<file path="config.mk">
export PLATFORM = sky130hd
export DESIGN_NAME = mult_div_unit_flat
export DESIGN_NICKNAME = d
export VERILOG_FILES = /design/src/rtl/mult_div_unit_pkg.sv /design/src/rtl/mult_div_unit_if.sv /design/src/rtl/mult_div_unit_step.sv /design/src/rtl/mult_div_unit.sv /design/src/flat_wrapper.sv
export SDC_FILE = /design/constraint.sdc
export NUM_CORES = 1
export LEC_CHECK = 0
export ABC_AREA = 1
export ABC_CLOCK_PERIOD_IN_PS = 7250
export CORE_UTILIZATION = 50
export CTS_CLUSTER_DIAMETER = 80
export DETAILED_ROUTE_END_ITERATION = 6
export DONT_BUFFER_PORTS = 1
export PLACE_DENSITY_LB_ADDON = 0.1
export REMOVE_ABC_BUFFERS = 1
export SETUP_SLACK_MARGIN = 0.3
export SYNTH_ARGS = -nofsm -noshare
export SYNTH_HDL_FRONTEND = slang
export SYNTH_HIERARCHICAL = 1
export SYNTH_SLANG_ARGS = --single-unit
</file>
<file path="constraint.sdc">
create_clock -name clk -period 7.25 [get_ports clk]
set_clock_uncertainty 0.2 [all_clocks]
set_input_delay 1.0875 -clock clk [delete_from_list [all_inputs] [get_ports clk]]
set_output_delay 1.0875 -clock clk [all_outputs]
set_load 0.02 [all_outputs]
</file>
<file path="src/rtl/mult_div_unit_pkg.sv">
// Shared constants for the iterative signed multiply/divide unit:
// FSM state encoding, default operand width and last iteration index.
package mult_div_unit_pkg;
  localparam int WIDTH     = 32;
  localparam int ITER_LAST = WIDTH - 1;

  localparam logic [1:0] S_IDLE     = 2'd0;
  localparam logic [1:0] S_MULT_RUN = 2'd1;
  localparam logic [1:0] S_DIV_RUN  = 2'd2;
  localparam logic [1:0] S_FINISH   = 2'd3;
endpackage

</file>
<file path="src/rtl/mult_div_unit_if.sv">
// Control-unit side bundle of the multiply/divide unit: start pulses,
// operands, HI/LO results and status flags.
interface mult_div_if #(parameter int WIDTH = 32) ();
  logic             initMult;
  logic             initDiv;
  logic [WIDTH-1:0] Avalue;
  logic [WIDTH-1:0] Bvalue;
  logic [WIDTH-1:0] HI;
  logic [WIDTH-1:0] LO;
  logic             busy;
  logic             done;
  logic             divByZero;

  modport master (output initMult, initDiv, Avalue, Bvalue,
                  input  HI, LO, busy, done, divByZero);
  modport slave  (input  initMult, initDiv, Avalue, Bvalue,
                  output HI, LO, busy, done, divByZero);
endinterface

</file>
<file path="src/rtl/mult_div_unit_step.sv">
// One iteration of the shared datapath: a radix-2 Booth step (multiply)
// or a restoring shift/subtract step on magnitudes (divide).
module mult_div_step #(
  parameter int WIDTH = mult_div_unit_pkg::WIDTH
) (
  input  logic             i_is_div,
  input  logic [WIDTH:0]   i_acc,
  input  logic [WIDTH-1:0] i_q,
  input  logic             i_q_1,
  input  logic [WIDTH:0]   i_m,
  output logic [WIDTH:0]   o_acc,
  output logic [WIDTH-1:0] o_q,
  output logic             o_q_1
);
  logic [WIDTH:0] w_sum;
  logic [WIDTH:0] w_rsh;
  logic [WIDTH:0] w_diff;

  always_comb begin
    w_sum  = i_acc;
    w_rsh  = {i_acc[WIDTH-1:0], i_q[WIDTH-1]};
    w_diff = w_rsh - i_m;
    o_acc  = i_acc;
    o_q    = i_q;
    o_q_1  = i_q_1;
    if (i_is_div) begin
      // Remainder stays below the divisor, so the top bit of the
      // difference is a reliable borrow flag.
      if (!w_diff[WIDTH]) begin
        o_acc = w_diff;
        o_q   = {i_q[WIDTH-2:0], 1'b1};
      end else begin
        o_acc = w_rsh;
        o_q   = {i_q[WIDTH-2:0], 1'b0};
      end
    end else begin
      case ({i_q[0], i_q_1})
        2'b01:   w_sum = i_acc + i_m;
        2'b10:   w_sum = i_acc - i_m;
        default: w_sum = i_acc;
      endcase
      {o_acc, o_q, o_q_1} = {w_sum[WIDTH], w_sum, i_q};
    end
  end
endmodule

</file>
<file path="src/rtl/mult_div_unit.sv">
// Iterative signed multiply/divide engine owning HI/LO; one operand bit
// per clock, results loaded when leaving FINISH.
module mult_div_unit #(
  parameter int WIDTH = mult_div_unit_pkg::WIDTH,
  parameter int CNT_W = 6
) (
  input  logic     clk,
  input  logic     reset,
  mult_div_if.slave bus
);
  import mult_div_unit_pkg::*;

  localparam logic [CNT_W-1:0] LAST_IT = CNT_W'(WIDTH - 1);

  logic [1:0]       r_state;
  logic [CNT_W-1:0] r_cnt;
  logic             r_is_div, r_sa, r_sb;
  logic [WIDTH:0]   r_acc, r_m;
  logic [WIDTH-1:0] r_q, r_hi, r_lo;
  logic             r_q_1, r_busy, r_done, r_dbz;

  logic [WIDTH:0]   w_acc_n;
  logic [WIDTH-1:0] w_q_n, w_a_mag, w_b_mag, w_quo, w_rem;
  logic             w_q1_n;

  assign w_a_mag = bus.Avalue[WIDTH-1] ? -bus.Avalue : bus.Avalue;
  assign w_b_mag = bus.Bvalue[WIDTH-1] ? -bus.Bvalue : bus.Bvalue;
  // Remainder follows the dividend sign; quotient negative on sign mismatch.
  assign w_quo = (r_sa ^ r_sb) ? -r_q : r_q;
  assign w_rem = r_sa ? -r_acc[WIDTH-1:0] : r_acc[WIDTH-1:0];

  mult_div_step #(.WIDTH(WIDTH)) u_step (
    .i_is_div (r_is_div),
    .i_acc    (r_acc),
    .i_q      (r_q),
    .i_q_1    (r_q_1),
    .i_m      (r_m),
    .o_acc    (w_acc_n),
    .o_q      (w_q_n),
    .o_q_1    (w_q1_n)
  );

  always_ff @(posedge clk or posedge reset) begin
    if (reset) begin
      r_state  <= S_IDLE;
      r_cnt    <= '0;
      r_is_div <= 1'b0;
      r_sa     <= 1'b0;
      r_sb     <= 1'b0;
      r_acc    <= '0;
      r_m      <= '0;
      r_q      <= '0;
      r_q_1    <= 1'b0;
      r_hi     <= '0;
      r_lo     <= '0;
      r_busy   <= 1'b0;
      r_done   <= 1'b0;
      r_dbz    <= 1'b0;
    end else begin
      r_done <= 1'b0;
      r_dbz  <= 1'b0;
      case (r_state)
        S_IDLE: begin
          if (bus.initMult) begin
            r_is_div <= 1'b0;
            r_acc    <= '0;
            r_q      <= bus.Bvalue;
            r_q_1    <= 1'b0;
            r_m      <= {bus.Avalue[WIDTH-1], bus.Avalue};
            r_cnt    <= '0;
            r_busy   <= 1'b1;
            r_state  <= S_MULT_RUN;
          end else if (bus.initDiv) begin
            if (bus.Bvalue != '0) begin
              r_is_div <= 1'b1;
              r_acc    <= '0;
              r_q      <= w_a_mag;
              r_q_1    <= 1'b0;
              r_m      <= {1'b0, w_b_mag};
              r_sa     <= bus.Avalue[WIDTH-1];
              r_sb     <= bus.Bvalue[WIDTH-1];
              r_cnt    <= '0;
              r_busy   <= 1'b1;
              r_state  <= S_DIV_RUN;
            end else begin
              r_dbz <= 1'b1;
            end
          end
        end
        S_MULT_RUN, S_DIV_RUN: begin
          r_acc <= w_acc_n;
          r_q   <= w_q_n;
          r_q_1 <= w_q1_n;
          r_cnt <= r_cnt + 1'b1;
          if (r_cnt == LAST_IT) r_state <= S_FINISH;
        end
        default: begin
          r_hi    <= r_is_div ? w_rem : r_acc[WIDTH-1:0];
          r_lo    <= r_is_div ? w_quo : r_q;
          r_done  <= 1'b1;
          r_busy  <= 1'b0;
          r_state <= S_IDLE;
        end
      endcase
    end
  end

  assign bus.HI        = r_hi;
  assign bus.LO        = r_lo;
  assign bus.busy      = r_busy;
  assign bus.done      = r_done;
  assign bus.divByZero = r_dbz;
endmodule

</file>
<file path="src/flat_wrapper.sv">
// flat-port wrapper written by rule: the top's interface ports become plain ports
module mult_div_unit_flat import mult_div_unit_pkg::*;
#(
  parameter int WIDTH = mult_div_unit_pkg::WIDTH,
  parameter int CNT_W = 6
)
  (clk, reset, bus_initMult, bus_initDiv, bus_Avalue, bus_Bvalue, bus_HI, bus_LO, bus_busy, bus_done, bus_divByZero);
  mult_div_if #(.WIDTH(WIDTH)) bus_i ();
  input  logic clk;
  input  logic reset;
  input wire logic [$bits(bus_i.initMult)-1:0] bus_initMult;
  input wire logic [$bits(bus_i.initDiv)-1:0] bus_initDiv;
  input wire logic [$bits(bus_i.Avalue)-1:0] bus_Avalue;
  input wire logic [$bits(bus_i.Bvalue)-1:0] bus_Bvalue;
  output wire logic [$bits(bus_i.HI)-1:0] bus_HI;
  output wire logic [$bits(bus_i.LO)-1:0] bus_LO;
  output wire logic [$bits(bus_i.busy)-1:0] bus_busy;
  output wire logic [$bits(bus_i.done)-1:0] bus_done;
  output wire logic [$bits(bus_i.divByZero)-1:0] bus_divByZero;
  assign bus_i.initMult = bus_initMult;
  assign bus_i.initDiv = bus_initDiv;
  assign bus_i.Avalue = bus_Avalue;
  assign bus_i.Bvalue = bus_Bvalue;
  assign bus_HI = bus_i.HI;
  assign bus_LO = bus_i.LO;
  assign bus_busy = bus_i.busy;
  assign bus_done = bus_i.done;
  assign bus_divByZero = bus_i.divByZero;
  mult_div_unit #(.WIDTH(WIDTH), .CNT_W(CNT_W)) u_core (.clk(clk), .reset(reset), .bus(bus_i));
endmodule
</file>
; Word-level counts from Yosys, hierarchy flattened
; Index checks and enable logic that the tools add are counted.
[totals]
reg_bits = 177
[op_classes]
n_mux = 46
n_addsub = 8
eq_ne = 9
bitwise = 3
n_reduce_logical = 13
[ops]
columns = op, count
row1 = 32-bit 2-to-1 mux, 10
row2 = 33-bit 2-to-1 mux, 8
row3 = 33-bit one-hot mux with 2 select lines, 2
row4 = 32-bit negator, 4
row5 = 33-bit subtractor, 2
row6 = 32-bit one-hot mux with 2 select lines, 1
row7 = 33-bit adder, 1
row8 = 32-bit nonzero test, 1
row9 = 6-bit 2-to-1 mux, 3
row10 = 1-bit 2-to-1 mux, 14
row11 = 6-bit one-hot mux with 2 select lines, 1
row12 = 3-bit AND reduction, 4
row13 = 2-bit 2-to-1 mux, 4
row14 = 4-bit AND reduction, 2
row15 = "6-bit by 1-bit adder with 6-bit output, second input constant", 1
row16 = "6-bit by 5-bit == test with 1-bit output, second input constant", 1
row17 = 2-bit nonzero test, 3
row18 = "2-bit by 1-bit == test with 1-bit output, second input constant", 2
row19 = "2-bit == test, second input constant", 2
row20 = 1-bit one-hot mux with 2 select lines, 2
row21 = 2-bit one-hot mux with 2 select lines, 1
row22 = "3-bit by 2-bit inequality test with 1-bit output, second input constant", 1
row23 = "3-bit inequality test, second input constant", 1
row24 = 3-bit OR reduction, 1
row25 = other kinds (6), 7

; Logic depth before layout (Yosys ltp)
[depth]
depth_word = 6
ltp_mapped = 27

; Hierarchy
; Netlist, hierarchy kept.
[by_module_without_submodules]
columns = mod, cells_per_inst, area_each_um2, instances
row1 = mult_div_unit, 1696, 11426.0, 1
row2 = mult_div_step, 1342, 6586.3, 1

; Least setup slack after synthesis
; Ideal clock, no wire load.
[synth_timing]
path_type = register to register
startpoint = register u_core.r_m[1]
endpoint = register u_core.r_acc[32]
t_required_ns = 6.967
arrival_time_ns = 3.010
path_slack_ns = 3.958
path_stages_with_launch = 26
path_buffers = 0
setup_ns = 0.083
cell_sequence = dfrtp_1 inv_1 ha_1 nand2_1 o21ai_0 nand3_1 nor2_1 o21ai_0 xor2_1 inv_1 ha_1 nand2_1 inv_1 nand2_1 nand2_1 nand2_1 nand2_1 a21oi_1 nand2_1 nand2_1 nand3_1 nand2_1 nand3_1 nand2_1 nand2_1 o21ai_0
[synth_between]
elab_chain_cells = 4
[synth_rtl]
columns = element, line
row1 = "start, declared", mult_div_unit.sv:18  ; logic [WIDTH:0] r_acc, r_m;
row2 = "start signal, assigned", mult_div_unit.sv:69  ; r_m <= {bus.Avalue[WIDTH-1], bus.Avalue};
row3 = "start signal, assigned", mult_div_unit.sv:79  ; r_m <= {1'b0, w_b_mag};
row4 = 33-bit subtractor (tied with other cells), mult_div_unit_step.sv:39  ; 2'b10: w_sum = i_acc - i_m;
row5 = 33-bit one-hot mux with 2 select lines or 33-bit 2-to-1 mux (tied branches), "mult_div_unit_step.sv:37, mult_div_unit_step.sv:29"
row6 = 33-bit 2-to-1 mux *, mult_div_unit_step.sv:26  ; if (i_is_div) begin
row7 = net u_core.w_acc_n[32], mult_div_unit.sv:22  ; logic [WIDTH:0] w_acc_n;
row8 = 33-bit one-hot mux with 2 select lines *, mult_div_unit.sv:62  ; case (r_state)
row9 = "end signal, assigned", mult_div_unit.sv:91  ; r_acc <= w_acc_n;
row10 = "end, declared", mult_div_unit.sv:18
; Mark *: on every way through the listed nets, which the timed path passes. The rest lies on a longest branch.
; A chain may end at the register's enable or synchronous reset.

; Worst setup path in the final report
[layout_timing]
startpoint = register u_core.r_q[0]
endpoint = register u_core.r_acc[32]
[layout_between]
elab_chain_cells = 4
[layout_rtl]
columns = element, line
row1 = "start, declared", mult_div_unit.sv:19  ; logic [WIDTH-1:0] r_q, r_hi, r_lo;
row2 = "start signal, assigned", mult_div_unit.sv:67  ; r_q <= bus.Bvalue;
row3 = "start signal, assigned", mult_div_unit.sv:77  ; r_q <= w_a_mag;
row4 = "start signal, assigned", mult_div_unit.sv:92  ; r_q <= w_q_n;
row5 = 2-bit == test or 2-bit by 1-bit == test with 1-bit output (tied branches), mult_div_unit_step.sv:37  ; case ({i_q[0], i_q_1})
row6 = 33-bit one-hot mux with 2 select lines *, mult_div_unit_step.sv:37
row7 = 33-bit 2-to-1 mux *, mult_div_unit_step.sv:26
row8 = net u_core.w_acc_n[32], mult_div_unit.sv:22
row9 = 33-bit one-hot mux with 2 select lines *, mult_div_unit.sv:62
; Marked as above.

==> impl_metrics.json <==
{
  "final_cell_mix": "nand2_1 (1018), inv_1 (370), nor2_1 (320), nand3_1 (288), o21ai_0 (194)",
  "rsz0062_at_grt": "false",
  "layoutNonFillerInstCount": 3438,
  "ys_ff_latch": 177,
  "cts.clk_slew.worst_paths_ns": 0.08,
  "grt_usage_pct": 36.3,
  "vias": 19600,
  "endpoint_kind": "flip-flop",
  "cts_buffer_depth": 2,
  "cp_top_family": "simple AND/OR/NAND/NOR gates",
  "layout_commonest_cell": "nand2_1",
  "ant_nets": 0,
  "cts_tree": "done",
  "synthTopCellsByArea": "dfrtp_1 (25%), nand2_1 (21%), nand3_1 (8.0%), inv_1 (7.8%), nor2_1 (6.7%)",
  "status": "finished with violations",
  "holdCritStartpoint": "u_core/r_q_1$_DFFE_PP0P_",
  "r2r-start": "u_core/r_q[0]$_DFFE_PP0P_",
  "via_per_inst": 5.69,
  "wirelength_um": 66700,
  "max_stage_delay_ns": 0.64,
  "setup.worst_path.start": "u_core/r_q[0]$_DFFE_PP0P_",
  "fin_crit_sh_pct": 63.1,
  "yosysWarnings": 6,
  "numCtsBuffers": 17,
  "postCtsSetupBuffers": 0,
  "drc": 2,
  "path_cells": "ha_1, inv_1, o21ai_0, nand3_1, nor2_1, o21ai_0, xor2_1, inv_1, ha_1, nand2_1, nor2_1, nand2_1, nor2_1, a21oi_1, nand2_1, nand3_1, nand2_1, nand3_1, nand2_1, nand2_1, o21ai_0",
  "violations": "DRC",
  "setup_tns_ns": 0,
  "ios": 135,
  "synth-seq-area-share_pct": 24.6,
  "max_freq_mhz": 219,
  "utilization_pct": 52.8,
  "rows": 69,
  "holdCritPathClass": "flip-flop to flip-flop",
  "relSlewSlack_pct": 25.7,
  "final_area_um2": 18800,
  "drtPass1Iterations": 7,
  "synth-async-reset-ratio_pct": 100,
  "powerDensity_nw_per_um2": 555,
  "fp.dieArea_um2": 36800,
  "grt_first_pass_wirelength_um": 101000,
  "finalHoldViolCount": 0,
  "die_w_um": 192,
  "grt_overflow_total": 0,
  "start_util_pct": 50.8,
  "cts_sinks": 177,
  "dp_slack_ns": 2.71,
  "syn_inst": 3038,
  "postCtsResizedCells": 0,
  "wire_per_inst_um": 19.4,
  "finalSetupViolCount": 0,
  "synth-edff-count": 0,
  "critical_path_buf_inv_count": 2,
  "yosysTopAreaCellShare_pct": 24.6,
  "cp_slowest_cell": "ha_1",
  "area_growth_pct": 4.10,
  "holdWs_ns": 0.289,
  "max-vdd-ir-drop_v": 0.000314,
  "diodes": 0,
  "placed_area_um2": 18200,
  "tightest_slew_ns": 1.11,
  "antenna_found_initial": 1,
  "synth_cell_type_count": 51,
  "crit_fanout": 18,
  "power.total_mw": 10.4,
  "drtIter0Drc": 2079,
  "hold_buffers": 0,
  "worst_slack_ns": 2.67,
  "syn-cell-area_um2": 18000,
  "max-cap-violations": 0,
  "gp_congestion": 1.05,
  "ys.flop_type": "dfrtp_1",
  "final_max_slew_viol_count": 0,
  "clock_latency_ns": 0.47,
  "coreArea_um2": 35500,
  "portBuffers": 0,
  "period_minus_slack_ns": 4.58,
  "grt_max_degree": 115,
  "drive_gt1_share_pct": 3.90,
  "grt_pass1_vias": 18200,
  "cts_root_buf": "clkbuf_16",
  "crit_type": "flip-flop to flip-flop",
  "leakage_nw": 9.82,
  "htreeDepth": 4,
  "cp.arrival_ns": 4.73,
  "required_ns": 7.40,
  "nets": 3108,
  "start_kind": "flip-flop",
  "crit_top_cell": "nand2_1",
  "netlist.top_cell.by_area": "dfrtp_1",
  "dp_cells": 3407,
  "die_y_um": 192,
  "hpwl_um": 51600,
  "syn_avg_cell_area_um2": 5.93
}
==> sequential cells by signal, summed over array words and instances (netlist names), 2 cells and up <==
register        count
u_core/r_acc       33
u_core/bus.LO      32
u_core/r_m         33
u_core/r_q         32
u_core/r_state      2
u_core/r_cnt        6
u_core/bus.HI      32
==> layer usage <==
layer,share of wire (%),track usage (%),vias to the layer above
li1,-,-,9551
met5,0.019,0,-
met2,46,59.5,912
met1,40,44.7,8944
met4,6.0,21.2,2
met3,7.8,6.60,168
==> synth_stat cells, types with 11 or more instances <==
master	n
a21oi_1	153
a31oi_1	15
buf_1	14
buf_6	13
clkbuf_1	59
dfrtp_1	177
ha_1	73
inv_1	372
nand2_1	1018
nand3_1	288
nand3b_1	11
nand4_1	26
nor2_1	320
nor2_2	17
nor3_1	30
o211ai_1	12
o21ai_0	194
o21ai_1	36
o21ai_2	18
xnor2_1	18
xor2_1	89
==> logic make-up after synthesis <==
logic type	Yosys count	share of synthesized area, %
compound gates	454	13.7
xor+xnor	107	5.20
fa+ha+maj	75	5.29
buf+inv	479	10.8
flops	177	24.6
simple gates	1746	40.4
==> worst min-delay path, delay by kind of cell, from the launching register on <==
family             cells  cell delay, ns
and+or+nand+nor        1            0.05
AOI/OAI and AO/OA      1            0.06
DFF                    1            0.35
==> final timing paths <==
path / end / slack, ns / cells after the start
min in group asynchronous: u_core/bus.done$_DFF_PP0_ / 0.42 / 1
max in group asynchronous: u_core/bus.HI[4]$_DFFE_PP0P_ / 4.99 / 2
worst min register to register: u_core/r_q_1$_DFFE_PP0P_ / 0.29 / 2
worst max-delay path: u_core/r_acc[32]$_DFFE_PP0P_ / 2.67 / 21
worst min-delay path: u_core/r_q_1$_DFFE_PP0P_ / 0.29 / 2
worst max register to register: u_core/r_acc[32]$_DFFE_PP0P_ / 2.67 / 21
==> where the power goes <==
group	switching [mW]	internal (mW)	total [mW]	leakage, nW
clock network	0.446	0.544	0.991	0.294
logic	4.96	2.24	7.20	7.28
registers	0.788	1.43	2.22	2.24
total	6.20	4.22	10.4	9.82
==> area by class of cell <==
| class | count | area (um^2) |
|---|---|---|
| Multi-Input combinational cell | 2382 | 11600 |
| Timing Repair Buffer | 12 | 90.1 |
| Sequential cell | 177 | 4430 |
| Inverter | 375 | 1420 |
| Clock inverter | 12 | 156 |
| Tap cell | 461 | 577 |
| Clock buffer | 19 | 433 |
| Fill cell | 3781 | 16700 |
No activity file was read; power rests on OpenSTA's default activity.
==> patch (same settings) <==
`WIDTH` is set to 32 in 2 places; all go to 40.
--- a/src/rtl/mult_div_unit_pkg.sv
+++ b/src/rtl/mult_div_unit_pkg.sv
@@ -1,7 +1,7 @@
 // Shared constants for the iterative signed multiply/divide unit:
 // FSM state encoding, default operand width and last iteration index.
 package mult_div_unit_pkg;
-  localparam int WIDTH     = 32;
+  localparam int WIDTH     = 40;
   localparam int ITER_LAST = WIDTH - 1;
 
   localparam logic [1:0] S_IDLE     = 2'd0;
--- a/src/rtl/mult_div_unit_if.sv
+++ b/src/rtl/mult_div_unit_if.sv
@@ -1,6 +1,6 @@
 // Control-unit side bundle of the multiply/divide unit: start pulses,
 // operands, HI/LO results and status flags.
-interface mult_div_if #(parameter int WIDTH = 32) ();
+interface mult_div_if #(parameter int WIDTH = 40) ();
   logic             initMult;
   logic             initDiv;
   logic [WIDTH-1:0] Avalue;
Ports: changed (resized bus_Avalue, bus_Bvalue, bus_HI and bus_LO); port bits go from 135 to 167. The function was not compared with the original's and may differ.
==> patch against the unedited design <==
  * Utilization up 0.70 points
  * Worst setup slack worse by 0.62 ns
  * Synthesized area grew 25%
  * Sequential share of layout area fell by 0.78 points
  * Die area increased by 25%
  * Non-clock buffer count increased by 6
  * The flow still finishes with violations (DRC)
  * Sequential cell count grew 40
  * Routed wire length rose by 37%
  * Clock power up 44%
  * Power up 36%
  * Sequential power rose by 28%
  * Global-route usage up 2.8 points
  * Cell area grew 27%
==> patch: results (changes against the unedited design) <==
| Metric | Value |
|---|---|
| Transition time at the pin with the least slew margin | `1.179 ns (+0.06678 ns)` |
| CTS Sinks | `217 (+23%)` |
| Adder and majority gate portion of the synthesized area | `5.108% (-0.18 points)` |
| Worst skew pair latency | `0.59 ns (+0.12 ns)` |
| Outcome | `complete, but fails checks` |
| First DRT Iteration DRCs | `2660 (+28%)` |
| Leakage | `11.99 nW (+22%)` |
| Xor and xnor area share after synthesis | `5.158% (-0.045 points)` |
| Power share of the sequential group | `20.1% (-1.2 points)` |
| Sum of met3 wire segment lengths after detailed routing | `8112 um (+57%)` |
| Slowest cell on the critical path | `clkinv_1` |
| Sequential share of cell area | `22.85% (-0.78 points)` |
| Kind of path behind the tightest hold check | `in2async` |
| Overall global routing resource usage | `39.11% (+2.8 points)` |
| Non-clock inverter instance count of the final layout | `427 (+14%)` |
| Fraction of layout instances using a drive strength above 1 | `3.873% (-0.024 points)` |
| Wire length of the first global-routing pass | `140200 um (+38%)` |
| Diodes inserted | `1 (+1)` |
| Violated checks | `DRC` |
| Reported clock group power | `1.43 mW (+44%)` |
| Registers with the highest flip-flop counts | `u_core/r_acc x41, u_core/r_m x41` |
| Multi-input logic cell count | `3059 (+28%)` |
| Most used standard cells in the synthesized netlist | `1253 x nand2_1, 446 x nor2_1, 417 x inv_1` |
| Number of clock buffers in the layout | `39 (+20)` |
| Std-Cell Core Area | `44410 um2 (+25%)` |
| Count of H-tree levels built during CTS | `1 (-3)` |
| M1 wire length | `36620 um (+36%)` |
| Area growth from synthesis to final layout | `5.308%` |
| Via Count | `25.91k (+32%)` |
| DRC violation count after routing | `1 (-1)` |
| Number of antenna violations at the first check in global routing | `2 (+1)` |
| Synth Area in Compound Gates | `15.31% (+1.6 points)` |
| Part of the Yosys area used for sequential elements | `24.05% (-0.54 points)` |
| Met3 global-route usage | `6.383% (-0.21 points)` |
| Internal portion of total power | `5.617 mW (+33%)` |
| Fill cell instance count of the final layout | `4632 (+23%)` |
| Global placer's final weighted congestion | `1.039 (-1.5%)` |
==> patch: worst paths after layout <==
path	startpoint	to	slack, ns	cells past startpoint
setup / recovery	u_core/r_q_1	u_core/r_acc[34]	2.06	21
hold / removal	reset	u_core/bus.HI[23]	0.25	1
setup reg to reg	u_core/r_q_1	u_core/r_acc[34]	2.06	21
hold reg to reg	u_core/r_q_1	u_core/r_q_1	0.29	2
max in group asynchronous	reset	u_core/r_m[3]	5.29	2
min in group clk	u_core/r_q_1	u_core/r_q_1	0.29	2
==> patch: metrics by stage <==
stage / setup WS (ns) / power, mW / hold WS (ns)
6_report: 2.057 / 14.21 / 0.2507
5_1_grt: 1.826 / 15.35 / 0.3095
4_1_cts: 2.279 / 13.94 / 0.2927
3_5_place_dp: 2.303 / 12.45 / 0.2824
3_3_place_gp: 2.394 / 12.34 / 0.2822
2_1_floorplan: 0.02650 / 9.369 / 0.2530
